[config.mk]
export PLATFORM = sky130hd
export DESIGN_NAME = xbar_ctrl_arbiter_flat
export DESIGN_NICKNAME = d
export VERILOG_FILES = /design/src/rtl/xbar_ctrl_arbiter_if.sv /design/src/rtl/xbar_ctrl_arbiter.sv /design/src/flat_wrapper.sv
export SDC_FILE = /design/constraint.sdc
export NUM_CORES = 1
export LEC_CHECK = 0
export ABC_AREA = 1
export CORE_AREA = 2 2 59 61
export CTS_BUF_LIST = sky130_fd_sc_hd__clkbuf_4 sky130_fd_sc_hd__clkbuf_8
export DETAILED_ROUTE_END_ITERATION = 10
export DIE_AREA = 0 0 61 63
export GPL_ROUTABILITY_DRIVEN = 0
export PLACE_DENSITY_LB_ADDON = 0.3
export SYNTH_ARGS = -nofsm -noshare
export SYNTH_HDL_FRONTEND = slang
export SYNTH_SLANG_ARGS = --single-unit
[constraint.sdc]
create_clock -name clk -period 1.3 [get_ports clk]
set_input_delay 0.39 -clock clk [delete_from_list [all_inputs] [get_ports clk]]
set_output_delay 0.39 -clock clk [all_outputs]
set_load 0.05 [all_outputs]
[src/rtl/xbar_ctrl_arbiter_if.sv]
// Handshake bundle between the crossbar datapath and its control arbiter.
// The slave modport is the arbiter's view; master is the crossbar/environment view.
interface xbar_ctrl_arbiter_if #(
  parameter int unsigned BIT_WIDTH         = 32,
  parameter int unsigned N_INPUTS          = 2,
  parameter int unsigned CONTROL_BIT_WIDTH = 42
) ();
  logic [N_INPUTS-1:0][BIT_WIDTH-1:0] req_msg;
  logic [N_INPUTS-1:0]                req_val;
  logic [N_INPUTS-1:0]                fire_rdy;
  logic [CONTROL_BIT_WIDTH-1:0]       control;
  logic                               control_val;
  logic                               control_rdy;
  logic [N_INPUTS-1:0]                grant;
  logic                               busy;

  modport slave (
    input  req_msg,
    input  req_val,
    input  fire_rdy,
    input  control_rdy,
    output control,
    output control_val,
    output grant,
    output busy
  );

  modport master (
    output req_msg,
    output req_val,
    output fire_rdy,
    output control_rdy,
    input  control,
    input  control_val,
    input  grant,
    input  busy
  );
endinterface

[src/rtl/xbar_ctrl_arbiter.sv]
// Round-robin arbiter that grants one crossbar input at a time and issues
// the matching input/output select word to the crossbar.
module xbar_ctrl_arbiter #(
  parameter int unsigned BIT_WIDTH         = 32,
  parameter int unsigned N_INPUTS          = 2,
  parameter int unsigned N_OUTPUTS         = 2,
  parameter int unsigned CONTROL_BIT_WIDTH = 42
) (
  input  logic                clk,
  input  logic                reset,
  xbar_ctrl_arbiter_if.slave  arb
);

  localparam int unsigned SI = $clog2(N_INPUTS);
  localparam int unsigned SO = $clog2(N_OUTPUTS);

  typedef enum logic [1:0] {StIdle, StIssue, StXfer} state_e;

  state_e          r_state, w_state_next;
  logic [SI-1:0]   r_rr_ptr, w_rr_ptr_next;
  logic [SI-1:0]   r_g, w_g_next;
  logic [SO-1:0]   r_dest, w_dest_next;
  logic            w_any_req;
  logic [SI-1:0]   w_winner;

  // Descending scan so the lowest offset from rr_ptr is the last (winning) write.
  always_comb begin
    w_any_req = 1'b0;
    w_winner  = r_rr_ptr;
    for (int k = N_INPUTS - 1; k >= 0; k--) begin
      if (arb.req_val[r_rr_ptr + SI'(k)]) begin
        w_any_req = 1'b1;
        w_winner  = r_rr_ptr + SI'(k);
      end
    end
  end

  always_ff @(posedge clk) begin
    if (reset) begin
      r_state  <= StIdle;
      r_rr_ptr <= '0;
      r_g      <= '0;
      r_dest   <= '0;
    end else begin
      r_state  <= w_state_next;
      r_rr_ptr <= w_rr_ptr_next;
      r_g      <= w_g_next;
      r_dest   <= w_dest_next;
    end
  end

  always_comb begin
    w_state_next  = r_state;
    w_rr_ptr_next = r_rr_ptr;
    w_g_next      = r_g;
    w_dest_next   = r_dest;
    unique case (r_state)
      StIdle: begin
        if (w_any_req) begin
          w_state_next = StIssue;
          w_g_next     = w_winner;
          w_dest_next  = arb.req_msg[w_winner][BIT_WIDTH-1 -: SO];
        end
      end
      StIssue: begin
        if (arb.control_rdy) w_state_next = StXfer;
      end
      StXfer: begin
        if (arb.req_val[r_g] && arb.fire_rdy[r_g]) begin
          w_state_next  = StIdle;
          w_rr_ptr_next = r_g + SI'(1);
        end else if (!arb.req_val[r_g]) begin
          // Aborted packet: give up ownership without advancing fairness pointer.
          w_state_next = StIdle;
        end
      end
      default: w_state_next = StIdle;
    endcase
  end

  always_comb begin
    arb.control_val = (r_state == StIssue);
    arb.busy        = (r_state == StIssue) || (r_state == StXfer);
    arb.grant       = '0;
    if (arb.busy) arb.grant[r_g] = 1'b1;
    arb.control                                = '0;
    arb.control[CONTROL_BIT_WIDTH-1 -: SI]     = r_g;
    arb.control[CONTROL_BIT_WIDTH-SI-1 -: SO]  = r_dest;
  end

endmodule

[src/flat_wrapper.sv]
// flat-port wrapper written by rule: the top's interface ports become plain ports
module xbar_ctrl_arbiter_flat 
#(
  parameter int unsigned BIT_WIDTH         = 32,
  parameter int unsigned N_INPUTS          = 2,
  parameter int unsigned N_OUTPUTS         = 2,
  parameter int unsigned CONTROL_BIT_WIDTH = 42
)
  (clk, reset, arb_req_msg, arb_req_val, arb_fire_rdy, arb_control_rdy, arb_control, arb_control_val, arb_grant, arb_busy);
  xbar_ctrl_arbiter_if #(.BIT_WIDTH(BIT_WIDTH), .N_INPUTS(N_INPUTS), .CONTROL_BIT_WIDTH(CONTROL_BIT_WIDTH)) arb_i ();
  input  logic clk;
  input  logic reset;
  input wire logic [$bits(arb_i.req_msg)-1:0] arb_req_msg;
  input wire logic [$bits(arb_i.req_val)-1:0] arb_req_val;
  input wire logic [$bits(arb_i.fire_rdy)-1:0] arb_fire_rdy;
  input wire logic [$bits(arb_i.control_rdy)-1:0] arb_control_rdy;
  output wire logic [$bits(arb_i.control)-1:0] arb_control;
  output wire logic [$bits(arb_i.control_val)-1:0] arb_control_val;
  output wire logic [$bits(arb_i.grant)-1:0] arb_grant;
  output wire logic [$bits(arb_i.busy)-1:0] arb_busy;
  assign arb_i.req_msg = arb_req_msg;
  assign arb_i.req_val = arb_req_val;
  assign arb_i.fire_rdy = arb_fire_rdy;
  assign arb_i.control_rdy = arb_control_rdy;
  assign arb_control = arb_i.control;
  assign arb_control_val = arb_i.control_val;
  assign arb_grant = arb_i.grant;
  assign arb_busy = arb_i.busy;
  xbar_ctrl_arbiter #(.BIT_WIDTH(BIT_WIDTH), .N_INPUTS(N_INPUTS), .N_OUTPUTS(N_OUTPUTS), .CONTROL_BIT_WIDTH(CONTROL_BIT_WIDTH)) u_core (.clk(clk), .reset(reset), .arb(arb_i));
endmodule
# ---- After elaboration in Yosys (flattened, before gate mapping)
# Cells that the tools add are included.
dict set report totals {
  regBits 5
  elab_cells 45
}
dict set report op_classes {
  n_addsub 2
  n_lt_le_gt_ge 5
  n_eq_ne 5
  muxes 22
  reduce_logical 7
}
# op count
set op_table {}
lappend op_table {{two-way mux 32 bit} 2}
lappend op_table {{two-way mux 1 bit} 13}
lappend op_table {{two-way mux 2 bit} 5}
lappend op_table {{less-than comparator 1 x 2 -> 1 bit (second input constant)} 4}
lappend op_table {{case mux 2 bit (3 select lines)} 1}
lappend op_table {{AND reduction 2 bit} 2}
lappend op_table {{inequality test 3 bit (second input constant)} 1}
lappend op_table {{AND reduction 3 bit} 1}
lappend op_table {{adder 1 bit (second input constant)} 2}
lappend op_table {{== test 2 x 1 -> 1 bit (second input constant)} 1}
lappend op_table {{== test 2 bit (second input constant)} 1}
lappend op_table {{logical AND 1 bit} 2}
lappend op_table {{logical NOT 2 bit} 1}
lappend op_table {{inequality test 2 x 1 -> 1 bit (second input constant)} 1}
lappend op_table {{inequality test 2 bit (second input constant)} 1}
lappend op_table {{demux 1 bit (select 1 bit)} 1}
lappend op_table {{>= comparator 1 bit (second input constant)} 1}
lappend op_table {{logical OR 1 bit} 1}

# ---- Longest topological paths before layout
dict set report depth {
  depth_word 7
  mapped_depth 8
  mapped_depth_nobuf 8
}

# ---- Least setup slack after synthesis
# Ideal clock, no wire load.
dict set report synth_timing {
  path_kind {register to output}
  from {register u_core.r_state[0]}
  to {output arb_grant[0]}
  arrival_ns 1.729
  required_time_ns 0.910
  slack_ns -0.819
  stages_incl_launch_ff 5
  path_buffers 0
  cell_sequence {dfxtp_1 -> inv_1 -> ha_1 -> inv_1 -> nor2_1}
}
dict set report synth_between {
  elab_chain_cells 3
}
# element line_no
set synth_rtl {}
lappend synth_rtl {{start: declaration} xbar_ctrl_arbiter.sv:19} ;# state_e r_state, w_state_next;
lappend synth_rtl {{start signal: assignment} xbar_ctrl_arbiter.sv:40} ;# r_state <= StIdle;
lappend synth_rtl {{start signal: assignment} xbar_ctrl_arbiter.sv:45} ;# r_state <= w_state_next;
lappend synth_rtl {{== test 2 x 1 -> 1 bit or == test 2 bit (tied branches)} xbar_ctrl_arbiter.sv:83} ;# arb.busy = (r_state == StIssue) || (r_state == StXfer);
lappend synth_rtl {{logical OR 1 bit *} xbar_ctrl_arbiter.sv:83}
lappend synth_rtl {{net arb_busy} flat_wrapper.sv:20} ;# output wire logic [$bits(arb_i.busy)-1:0] arb_busy;
lappend synth_rtl {{two-way mux 2 bit *} xbar_ctrl_arbiter.sv:85} ;# if (arb.busy) arb.grant[r_g] = 1'b1;
lappend synth_rtl {{end: declaration} flat_wrapper.sv:19} ;# output wire logic [$bits(arb_i.grant)-1:0] arb_grant;
# The timed path passes the listed nets; every way through them passes the cells marked *.

# ---- Final worst setup path
dict set report layout_timing {
  from {register u_core.r_state[1]}
  to {output arb_grant[0]}
}
dict set report layout_between {
  elab_chain_cells 3
}
# element line_no
set layout_rtl {}
lappend layout_rtl {{== test 2 x 1 -> 1 bit or == test 2 bit (tied branches)} xbar_ctrl_arbiter.sv:83}
lappend layout_rtl {{logical OR 1 bit *} xbar_ctrl_arbiter.sv:83}
lappend layout_rtl {{two-way mux 2 bit *} xbar_ctrl_arbiter.sv:85}
# Mark *: on every way between the ends. The rest lies on a longest branch, timed or not.

==> results.sh <==
export IMPL_critical_path_endpoint_type="output pin"
export IMPL_timing_critical_path_mode_cell="sky130_fd_sc_hd__inv_2"
export IMPL_synthesis_area_sq_um=676
export IMPL_crit_slowest_cell="sky130_fd_sc_hd__dfxtp_2"
export IMPL_result_of_the_run="finished, violations left"
export IMPL_netlist_instances=99
export IMPL_timing_final_setup_violations=4
export IMPL_numCtsBuffers=3
export IMPL_worst_r2r_startpoint="u_core.r_state[0]"
export IMPL_worst_r2r_path_depth=9
export IMPL_clock_sink_count=5
export IMPL_worst_ep_required_time_ns=0.91
export IMPL_synth_lib_cells_used_distinct=15
export IMPL_io_buffers=14
export IMPL_multi_input_gate_area_in_the_final_layout_sq_um=449
export IMPL_holdPathStages=2
export IMPL_final_hold_viol_count=0
export IMPL_final_cell_mix="sky130_fd_sc_hd__conb_1 (40), sky130_fd_sc_hd__nand2_1 (12), sky130_fd_sc_hd__inv_1 (8), sky130_fd_sc_hd__buf_4 (8)"
export IMPL_netlist_top_cell_by_area="sky130_fd_sc_hd__buf_4"
export IMPL_overflow=0
export IMPL_worst_endpoint_arrival_ns=1.19
export IMPL_min_delay_path_class="reg -> reg"
export IMPL_grt_setup_unrepaired="true"
export IMPL_post_drt_via_cell_ratio=3.11
export IMPL_clock_insertion_delay_worst_skew_ns=0.25
export IMPL_setup_reg_to_reg_worst_slack_ns=0.10
export IMPL_avg_wl_per_cell_microns=6.74
export IMPL_n_fill_cell=351
export IMPL_top_level_ports=117
export IMPL_vdd_ir_drop_max_mv=0.634
export IMPL_hold_start="u_core.r_rr_ptr"
export IMPL_syn_mean_instance_area_sq_um=6.82
export IMPL_first_global_vias=427
export IMPL_die_h_microns=63
export IMPL_crit_chain="inv_2, ha_4, inv_2, nor2_4, buf_12"
export IMPL_cts_tree="done"
export IMPL_h_tree_depth=1
export IMPL_layout_min_cycle_time_ns=1.58
export IMPL_row_count=21
export IMPL_critPathMaxStageDelay_ns=0.33
export IMPL_cap_viol_max_count=0
export IMPL_routed_wirelength_microns=1150
export IMPL_netlist_area_leader_share_pct=46.7
export IMPL_detailed_place_hpwl_microns=987
export IMPL_grt_start_max_net_pins=7
export IMPL_drt_antenna_violating_nets=0
export IMPL_crit_path_max_fanout=3
export IMPL_die_width_microns=61
export IMPL_die_area_sq_um=3840
export IMPL_remaining_drc_errors=0
export IMPL_seqCellArea_sq_um=106
export IMPL_clock_path_buffers=2
export IMPL_start_util_pct=20.9
export IMPL_first_pass_grt_wire_length_microns=1660
export IMPL_initial_antenna_violation_count=0
export IMPL_drt_pass1_iterations=4
export IMPL_cts_reportedPaths_clkPinSlew_ns=0.05
export IMPL_slew_viol_final=0
export IMPL_critical_path_class="reg -> out"
export IMPL_detail_route_iter0_violations=6
export IMPL_max_freq_mhz=632
export IMPL_sequential_share_of_the_synthesized_area_pct=14.8
export IMPL_antenna_cells=0
export IMPL_utilization_pct=30.4
export IMPL_detailroute_via_count=529
export IMPL_finalNonFillerCells=170
export IMPL_failed_checks="setup timing"
export IMPL_drive_above_1_share_pct=33.1
export IMPL_layout_worst_path_cycle_share_pct=122
export IMPL_power_density_nw_per_um2=1620
export IMPL_clock_skew_ns=0.00223
export IMPL_synth_seq_cells=5
export IMPL_core_area_sq_um=3230
export IMPL_mostFrequentLayoutCell="sky130_fd_sc_hd__conb_1"
export IMPL_worst_slack_ns=-0.282
export IMPL_dpl_cell_count=163
export IMPL_worstReg2RegEnd="u_core.r_state[1]"
export IMPL_leakagePower_nw=0.513
export IMPL_final_net_count=200
export IMPL_areaGrowthSynthToFinish_pct=45.6
export IMPL_total_power_mw=1.59
export IMPL_synth_area_leaders="sky130_fd_sc_hd__buf_4 (47%), sky130_fd_sc_hd__dfxtp_1 (15%), sky130_fd_sc_hd__nand2_1 (8.3%)"
export IMPL_ys_warn_count=0
export IMPL_cts_root_buf="sky130_fd_sc_hd__clkbuf_4"
export IMPL_whs_endpoint="u_core.r_rr_ptr"
export IMPL_grt_use_total_pct=5.81
export IMPL_cts_hold_buffers=0
export IMPL_critPathLaunchType="flop"
layer usage:
metal  track usage, %  up-vias  wire (microns)
met5                0        -               0
met4             6.52        0              35
met3            0.621        4             115
met2             8.47       32             576
met1             6.58      226             417
li1                 -      267               -
cells by family after synthesis:
logic type / Yosys count / share of synthesized area, %
AOI/OAI and AO/OA: 7 / 5.55
DFF: 5 / 14.8
adders and majority gates: 4 / 7.41
buffers and inverters: 55 / 53.9
and+or+nand+nor: 27 / 17.8
other: 1 / 0.555
cell type report:
cell class | count | area share, %
clock buffers | 4 | 3.05
inverters | 13 | 5.34
multi-input cells | 78 | 45.7
flip-flops and latches | 5 | 10.8
well taps | 46 | 5.85
repair buffers | 24 | 29.3
state kept, by name, summed over array words and instances (netlist names):
register and cells:
u_core.r_dest 1, u_core.r_rr_ptr 1, u_core.r_state 2, u_core.r_g 1
power by group:
part | leakage, nW | internal, mW | total, mW | switching, mW
Sequential | 0.0425 | 0.191 | 0.225 | 0.0347
Clock | 0.0184 | 0.138 | 0.216 | 0.0780
Combinational | 0.452 | 0.448 | 1.15 | 0.706
Total | 0.513 | 0.776 | 1.59 | 0.819
synth_stat cells:
| cell type | count |
|---|---|
| sky130_fd_sc_hd__buf_4 | 42 |
| sky130_fd_sc_hd__nand2_1 | 15 |
| sky130_fd_sc_hd__inv_1 | 12 |
| sky130_fd_sc_hd__nor2_1 | 7 |
| sky130_fd_sc_hd__dfxtp_1 | 5 |
| sky130_fd_sc_hd__ha_1 | 4 |
| sky130_fd_sc_hd__a21oi_1 | 3 |
| sky130_fd_sc_hd__o21ai_0 | 3 |
| sky130_fd_sc_hd__nand3_2 | 2 |
| sky130_fd_sc_hd__conb_1 | 1 |
| sky130_fd_sc_hd__inv_2 | 1 |
| sky130_fd_sc_hd__nand2_2 | 1 |
| sky130_fd_sc_hd__nand3_1 | 1 |
| sky130_fd_sc_hd__nand4_1 | 1 |
| sky130_fd_sc_hd__o211ai_1 | 1 |
per-stage QoR:
stage / worst slack, ns / TNS (ns) / hold WS [ns] / area [sq um]
final: -0.282 / -0.940 / 0.470 / 983
after global routing: -0.331 / -1.11 / 0.509 / 983
after CTS: -0.299 / -1.01 / 0.456 / 925
after detailed placement: -0.326 / -1.51 / 0.448 / 843
after global placement: -0.320 / -1.37 / 0.450 / 843
after floorplan: -0.180 / -0.432 / 0.433 / 848
timing repair:
action | CTS | global route
endpoints found under the setup margin | 8 | 10
setup buffers | 2 | 2
pin swaps | 4 | 6
resized for setup | 10 | 12
worst max-delay path, delay by kind of cell, from the launching register on:
kind                       cells  cell delay [ns]
DFF                            1             0.33
adders and majority gates      1             0.29
buffers and inverters          3             0.23
and+or+nand+nor                1             0.09
worst max-delay path by stage:
stage	cells past startpoint	slack, ns	start	end
finish	5	-0.28	u_core.r_state[1]	arb_grant[0]
global route	5	-0.33	u_core.r_state[0]	arb_grant[0]
CTS	5	-0.30	u_core.r_state[0]	arb_grant[0]
detailed placement	6	-0.33	arb_req_val[1]	u_core.r_dest
global placement	6	-0.32	arb_req_val[1]	u_core.r_dest
floorplan	4	-0.18	u_core.r_state[0]	arb_grant[0]
Power figures use the tool's default switching activity.
